==> src/rtl/usb_tx_arbiter_pkg.sv <==
// Shared types and constants for the USB byte-transmit arbiter.
// Holds the lock-FSM state encoding and the stall-timeout default.
package usb_tx_arbiter_pkg;

    typedef enum logic {
        ST_IDLE   = 1'b0,
        ST_LOCKED = 1'b1
    } arb_state_e;

    localparam int unsigned TIMEOUT_DEFAULT = 4096;
    localparam int unsigned GRANT_W         = 3;
    localparam int unsigned IDLE_CNT_W      = 16;

endpackage

==> src/rtl/usb_tx_arbiter_rr_pick.sv <==
// Combinational round-robin picker: first set bit of req scanning
// upward from (last+1) mod N, wrapping around.
module rr_pick
    import usb_tx_arbiter_pkg::*;
#(
    parameter int unsigned N = 4
)(
    input  logic [N-1:0]       req,
    input  logic [GRANT_W-1:0] last,
    output logic               found,
    output logic [GRANT_W-1:0] index
);

    // Walk from lowest to highest priority so the highest-priority hit is written last.
    always_comb begin
        found = 1'b0;
        index = '0;
        for (int unsigned k = 0; k < N; k++) begin
            if (req[(32'(last) + N - k) % N]) begin
                found = 1'b1;
                index = GRANT_W'((32'(last) + N - k) % N);
            end
        end
    end

endmodule

==> src/rtl/usb_tx_arbiter.sv <==
// Packet-locking round-robin arbiter feeding single bytes to the usb_serial
// transmitter; every output comes straight from a flop.
module usb_tx_arbiter
    import usb_tx_arbiter_pkg::*;
#(
    parameter int unsigned N       = 4,
    parameter int unsigned TIMEOUT = TIMEOUT_DEFAULT
)(
    input  logic           clk,
    input  logic           reset,
    input  logic [N-1:0]   req_valid,
    input  logic [8*N-1:0] req_data,
    input  logic [N-1:0]   req_last,
    output logic [N-1:0]   req_ack,
    input  logic           tx_ready,
    output logic           tx_strobe,
    output logic [7:0]     tx_data,
    output logic [2:0]     grant_id,
    output logic           busy
);

    localparam logic [IDLE_CNT_W-1:0] IDLE_LIMIT = IDLE_CNT_W'(TIMEOUT - 1);
    localparam logic [GRANT_W-1:0]    LAST_INIT  = GRANT_W'(N - 1);

    arb_state_e            state_q, state_d;
    logic [GRANT_W-1:0]    last_grant_q, last_grant_d;
    logic [GRANT_W-1:0]    grant_q, grant_d;
    logic [IDLE_CNT_W-1:0] idle_cnt_q, idle_cnt_d;
    logic                  tx_strobe_q, tx_strobe_d;
    logic [7:0]            tx_data_q, tx_data_d;
    logic [N-1:0]          req_ack_q, req_ack_d;

    logic                  pick_found;
    logic [GRANT_W-1:0]    pick_index;
    logic                  sel_valid;
    logic                  sel_last;
    logic [7:0]            sel_data;
    logic [N-1:0]          grant_onehot;

    rr_pick #(.N(N)) u_rr_pick (
        .req   (req_valid),
        .last  (last_grant_q),
        .found (pick_found),
        .index (pick_index)
    );

    always_comb begin : grant_mux
        sel_valid    = 1'b0;
        sel_last     = 1'b0;
        sel_data     = '0;
        grant_onehot = '0;
        for (int unsigned i = 0; i < N; i++) begin
            if (grant_q == GRANT_W'(i)) begin
                sel_valid       = req_valid[i];
                sel_last        = req_last[i];
                sel_data        = req_data[8*i +: 8];
                grant_onehot[i] = 1'b1;
            end
        end
    end

    always_comb begin : next_state
        state_d      = state_q;
        last_grant_d = last_grant_q;
        grant_d      = grant_q;
        idle_cnt_d   = idle_cnt_q;
        tx_strobe_d  = 1'b0;
        tx_data_d    = tx_data_q;
        req_ack_d    = '0;
        case (state_q)
            ST_IDLE: begin
                if (pick_found) begin
                    state_d    = ST_LOCKED;
                    grant_d    = pick_index;
                    idle_cnt_d = '0;
                end
            end
            ST_LOCKED: begin
                // The strobe flop doubles as the issue gate: sink ready lags by one cycle.
                if (sel_valid && tx_ready && !tx_strobe_q) begin
                    tx_strobe_d = 1'b1;
                    tx_data_d   = sel_data;
                    req_ack_d   = grant_onehot;
                    idle_cnt_d  = '0;
                    if (sel_last) begin
                        state_d      = ST_IDLE;
                        last_grant_d = grant_q;
                        grant_d      = '0;
                    end
                end else if (!sel_valid) begin
                    if (idle_cnt_q == IDLE_LIMIT) begin
                        state_d      = ST_IDLE;
                        last_grant_d = grant_q;
                        grant_d      = '0;
                        idle_cnt_d   = '0;
                    end else begin
                        idle_cnt_d = idle_cnt_q + 1'b1;
                    end
                end
            end
            default: state_d = ST_IDLE;
        endcase
    end

    always_ff @(posedge clk) begin
        if (reset) begin
            state_q      <= ST_IDLE;
            last_grant_q <= LAST_INIT;
            grant_q      <= '0;
            idle_cnt_q   <= '0;
            tx_strobe_q  <= 1'b0;
            tx_data_q    <= '0;
            req_ack_q    <= '0;
        end else begin
            state_q      <= state_d;
            last_grant_q <= last_grant_d;
            grant_q      <= grant_d;
            idle_cnt_q   <= idle_cnt_d;
            tx_strobe_q  <= tx_strobe_d;
            tx_data_q    <= tx_data_d;
            req_ack_q    <= req_ack_d;
        end
    end

    assign req_ack   = req_ack_q;
    assign tx_strobe = tx_strobe_q;
    assign tx_data   = tx_data_q;
    assign grant_id  = grant_q;
    assign busy      = (state_q == ST_LOCKED);

endmodule

==> config.mk <==
export PLATFORM = sky130hd
export DESIGN_NAME = usb_tx_arbiter
export DESIGN_NICKNAME = d
export VERILOG_FILES = /design/src/rtl/usb_tx_arbiter_pkg.sv /design/src/rtl/usb_tx_arbiter_rr_pick.sv /design/src/rtl/usb_tx_arbiter.sv
export SDC_FILE = /design/constraint.sdc
export NUM_CORES = 1
export LEC_CHECK = 0
export ABC_AREA = 1
export BUFFER_PORTS_ARGS = -buffer_cell sky130_fd_sc_hd__clkbuf_2
export CAP_MARGIN = 30
export CORE_MARGIN = 2
export CORE_UTILIZATION = 53
export DETAILED_ROUTE_END_ITERATION = 16
export PLACE_DENSITY = 0.87
export SYNTH_ARGS = -nofsm -noshare
export SYNTH_HDL_FRONTEND = slang
export SYNTH_SLANG_ARGS = --single-unit
==> constraint.sdc <==
create_clock -name clk -period 2.1 [get_ports clk]
set_input_delay 0.525 -clock clk [delete_from_list [all_inputs] [get_ports clk]]
set_output_delay 0.525 -clock clk [all_outputs]
set_load 0.01 [all_outputs]
==> impl_metrics.json <==
{
  "numCtsBuffers": 5,
  "synth.top_cells.by_area": "dfxtp_1, nand2_1, nand3_1, nor2_1, inv_1",
  "avgSynthCellArea_sq_um": 6.35,
  "clock_path_buffers": 2,
  "worst_pin_slew_ns": 0.539,
  "met2_length_mm": 2.80,
  "antenna_found_initial": 0,
  "cts_sinks": 34,
  "syn-num-nets": 407,
  "ys_warn_count": 0,
  "grt_max_degree": 19,
  "setup_viol": 0,
  "grt_pass1_vias": 2409,
  "yosys.cell_types.count": 37,
  "finalNonFillerCells": 471,
  "cts_hold_buf": 0,
  "seqPwrFrac_pct": 43.3,
  "dp_slack_ns": 0.193,
  "p_clk_share_pct": 30.1,
  "status": "finished clean",
  "dieWidth_um": 70.0,
  "placed_cells": 463,
  "grt_pass1_wl_mm": 10.6,
  "period_needed_ns": 1.86,
  "clock_skew_ns": 0.00401,
  "drt_iter0_drc": 165,
  "synth_top_area_share_pct": 29.5,
  "synth-seq-cells": 34,
  "r2r_start": "grant_id[1]$_SDFFE_PP0P_",
  "critPathLaunchType": "register",
  "diodes": 0,
  "r2r_slack_ns": 0.24,
  "max_clock_freq_ghz": 0.538,
  "intPower_mw": 1.06,
  "cp.arrival_ns": 2.08,
  "die_area_sq_um": 4890,
  "async_flop_share_pct": 0,
  "r2r-end": "tx_data[0]$_SDFFE_PP0P_",
  "path_clk_slew_ns": 0.07,
  "synth_cells": 363,
  "hold_violations": 0,
  "postLayoutCoreUtil_pct": 65.9,
  "final_area_sq_um": 2690,
  "whs_ns": 0.484,
  "num_io_pins": 60,
  "crit_fanout": 8,
  "cts_tree": "yes",
  "reg2regPathDepth": 7,
  "fin_setup_tns_ns": 0,
  "layout-drive-gt1-share_pct": 24.0,
  "num_vias": 2552,
  "switching_power_mw": 0.573,
  "critPathKind": "register to register",
  "ys.flop_type": "dfxtp_1",
  "drt-vias-per-instance": 5.42,
  "switching_share_pct": 35.1,
  "wl_met3_um": 334,
  "relSlewSlack_pct": 64.0,
  "placed_area_sq_um": 2600,
  "cp-end-kind": "register",
  "core_area_sq_um": 4090,
  "gr-total-overflow": 0,
  "drt-total-wl_mm": 5.97,
  "clkLatencyLatePin_ns": 0.29,
  "rsz0062_at_grt": "false",
  "p_comb_share_pct": 26.6,
  "ir_worst_vdd_mv": 0.347,
  "power_density_nw_per_um2": 606,
  "synth-edff-count": 0,
  "cp-endpoint": "tx_data[0]$_SDFFE_PP0P_",
  "syn_to_final_growth_pct": 16.7,
  "ant_nets": 0,
  "crit_path_start": "grant_id[1]$_SDFFE_PP0P_",
  "wl_met1_mm": 2.67,
  "hpwl_mm": 4.43,
  "top_layer": "met4",
  "routabilityCongestion": 0.922,
  "post_cts_buffers": 0,
  "route.detailed.drc": 0,
  "total_leakage_power_nw": 1.26,
  "syn_area_sq_um": 2310,
  "fp.dieH_um": 70.0,
  "post_cts_resized": 0,
  "portBuffers": 58,
  "initial_core_util_pct": 56.4,
  "rows": 23,
  "cts_max_level": 2,
  "required_ns": 2.33,
  "drv_cap": 0,
  "slew_violations": 0,
  "root_buffer": "clkbuf_8",
  "finalCritPeriodShare_pct": 88.5,
  "gr-usage-all-layers_pct": 25.8,
  "wl_per_cell_um": 12.7,
  "yosys.area.top_type": "dfxtp_1",
  "fin_ws_ns": 0.241,
  "nNetsFinal": 464,
  "hp-class": "register to register",
  "first_pass_iters": 4,
  "ys_seq_area_share_pct": 29.5,
  "power.total_mw": 1.63
}
cell families after synthesis:
kind of cell | count (synthesis) | share of synthesized area [%]
AND/OR/NAND/NOR | 233 | 46.1
buffers and inverters | 48 | 10.8
AO/OA/AOI/OAI | 42 | 11.4
flip-flops | 34 | 29.5
XOR/XNOR | 4 | 1.52
adder cells (fa/ha/maj) | 1 | 0.543
other | 1 | 0.163
registers in the layout, summed over array words and instances (netlist names):
signal        flops
idle_cnt_q       16
tx_data           8
req_ack           4
grant_id          2
last_grant_q      2
busy              1
tx_strobe         1
cell usage after synthesis, types with 2 or more instances:
cell type and n:
nor3_1 10, inv_2 5, buf_2 2, a21oi_2 3, a221oi_1 5, inv_1 25, inv_4 2, xnor2_1 2
o21ai_0 6, nand3_1 52, buf_6 7, a21oi_1 18, nand2_2 4, dfxtp_1 34, xor2_1 2, clkbuf_1 4
nor2_1 29, o21ai_1 5, o211ai_1 2, nor2_2 2, nand2_4 5, nand2_1 119, nand4_1 6
how the worst min path moves through the flow:
stage / startpoint / endpoint / slack [ns] / depth (start not counted)
floorplan: idle_cnt_q[15]$_SDFFE_PP0P_ / idle_cnt_q[15]$_SDFFE_PP0P_ / 0.46 / 2
global placement: tx_data[0]$_SDFFE_PP0P_ / tx_data[0]$_SDFFE_PP0P_ / 0.46 / 2
detailed placement: tx_data[0]$_SDFFE_PP0P_ / tx_data[0]$_SDFFE_PP0P_ / 0.46 / 2
CTS: tx_data[6]$_SDFFE_PP0P_ / tx_data[6]$_SDFFE_PP0P_ / 0.48 / 2
global route: tx_data[0]$_SDFFE_PP0P_ / tx_data[0]$_SDFFE_PP0P_ / 0.50 / 2
finish: tx_data[5]$_SDFFE_PP0P_ / tx_data[5]$_SDFFE_PP0P_ / 0.48 / 2
cell type report:
class / instances / area [sq um]
Fill cell: 379 / 1400
Multi-Input combinational cell: 281 / 1380
Sequential cell: 34 / 681
Timing Repair Buffer: 65 / 343
Inverter: 33 / 134
Clock buffer: 5 / 68.8
Tap cell: 50 / 62.6
Clock inverter: 3 / 21.3
routing by layer:
metal,track usage (%),vias up
li1,-,1301
met2,43.1,92
met3,5.05,17
met5,0,-
met4,10.7,0
met1,32.4,1142
layout by cell type (no fill, tap or decap):
master and n:
clkinv_4 2, xor2_1 2, a21oi_1 18, nand3_2 2
and3_1 1, a21oi_2 3, nor3_2 1, o211ai_1 2
clkbuf_2 58, clkinv_2 1, a21oi_4 1, clkbuf_8 5
nor2_2 2, nor2_1 29, nor2_8 1, and2_1 1
xnor2_1 2, o21ai_0 6, inv_4 2, dfxtp_1 34
inv_1 25, a221oi_1 5, clkinvlp_4 1, nand2_4 5
nand2_1 119, nor3_1 10, ha_1 1, buf_4 7
o21bai_1 1, nand2_2 4, inv_2 5, nand3_1 51
o21ai_1 5, conb_1 1, nand4_2 1, nand4_1 6
o2111ai_1 1
power groups by stage:
| stage | Combinational (mW) | Clock [mW] | Sequential [mW] |
|---|---|---|---|
| floorplan | 0.331 | 0 | 0.712 |
| global placement | 0.419 | 0 | 0.719 |
| detailed placement | 0.430 | 0 | 0.720 |
| CTS | 0.433 | 0.492 | 0.706 |
| global route | 0.491 | 0.526 | 0.710 |
| finish | 0.435 | 0.491 | 0.706 |
worst max-delay path, cell delays in order, from the launching register on:
cell and delay [ns]:
dfxtp_1 0.57, buf_4 0.23, inv_1 0.09, nor2_1 0.43, nand2_1 0.09, nand3_1 0.09, o2111ai_1 0.14, a21oi_1 0.15
(Power assumes the default switching activity.)
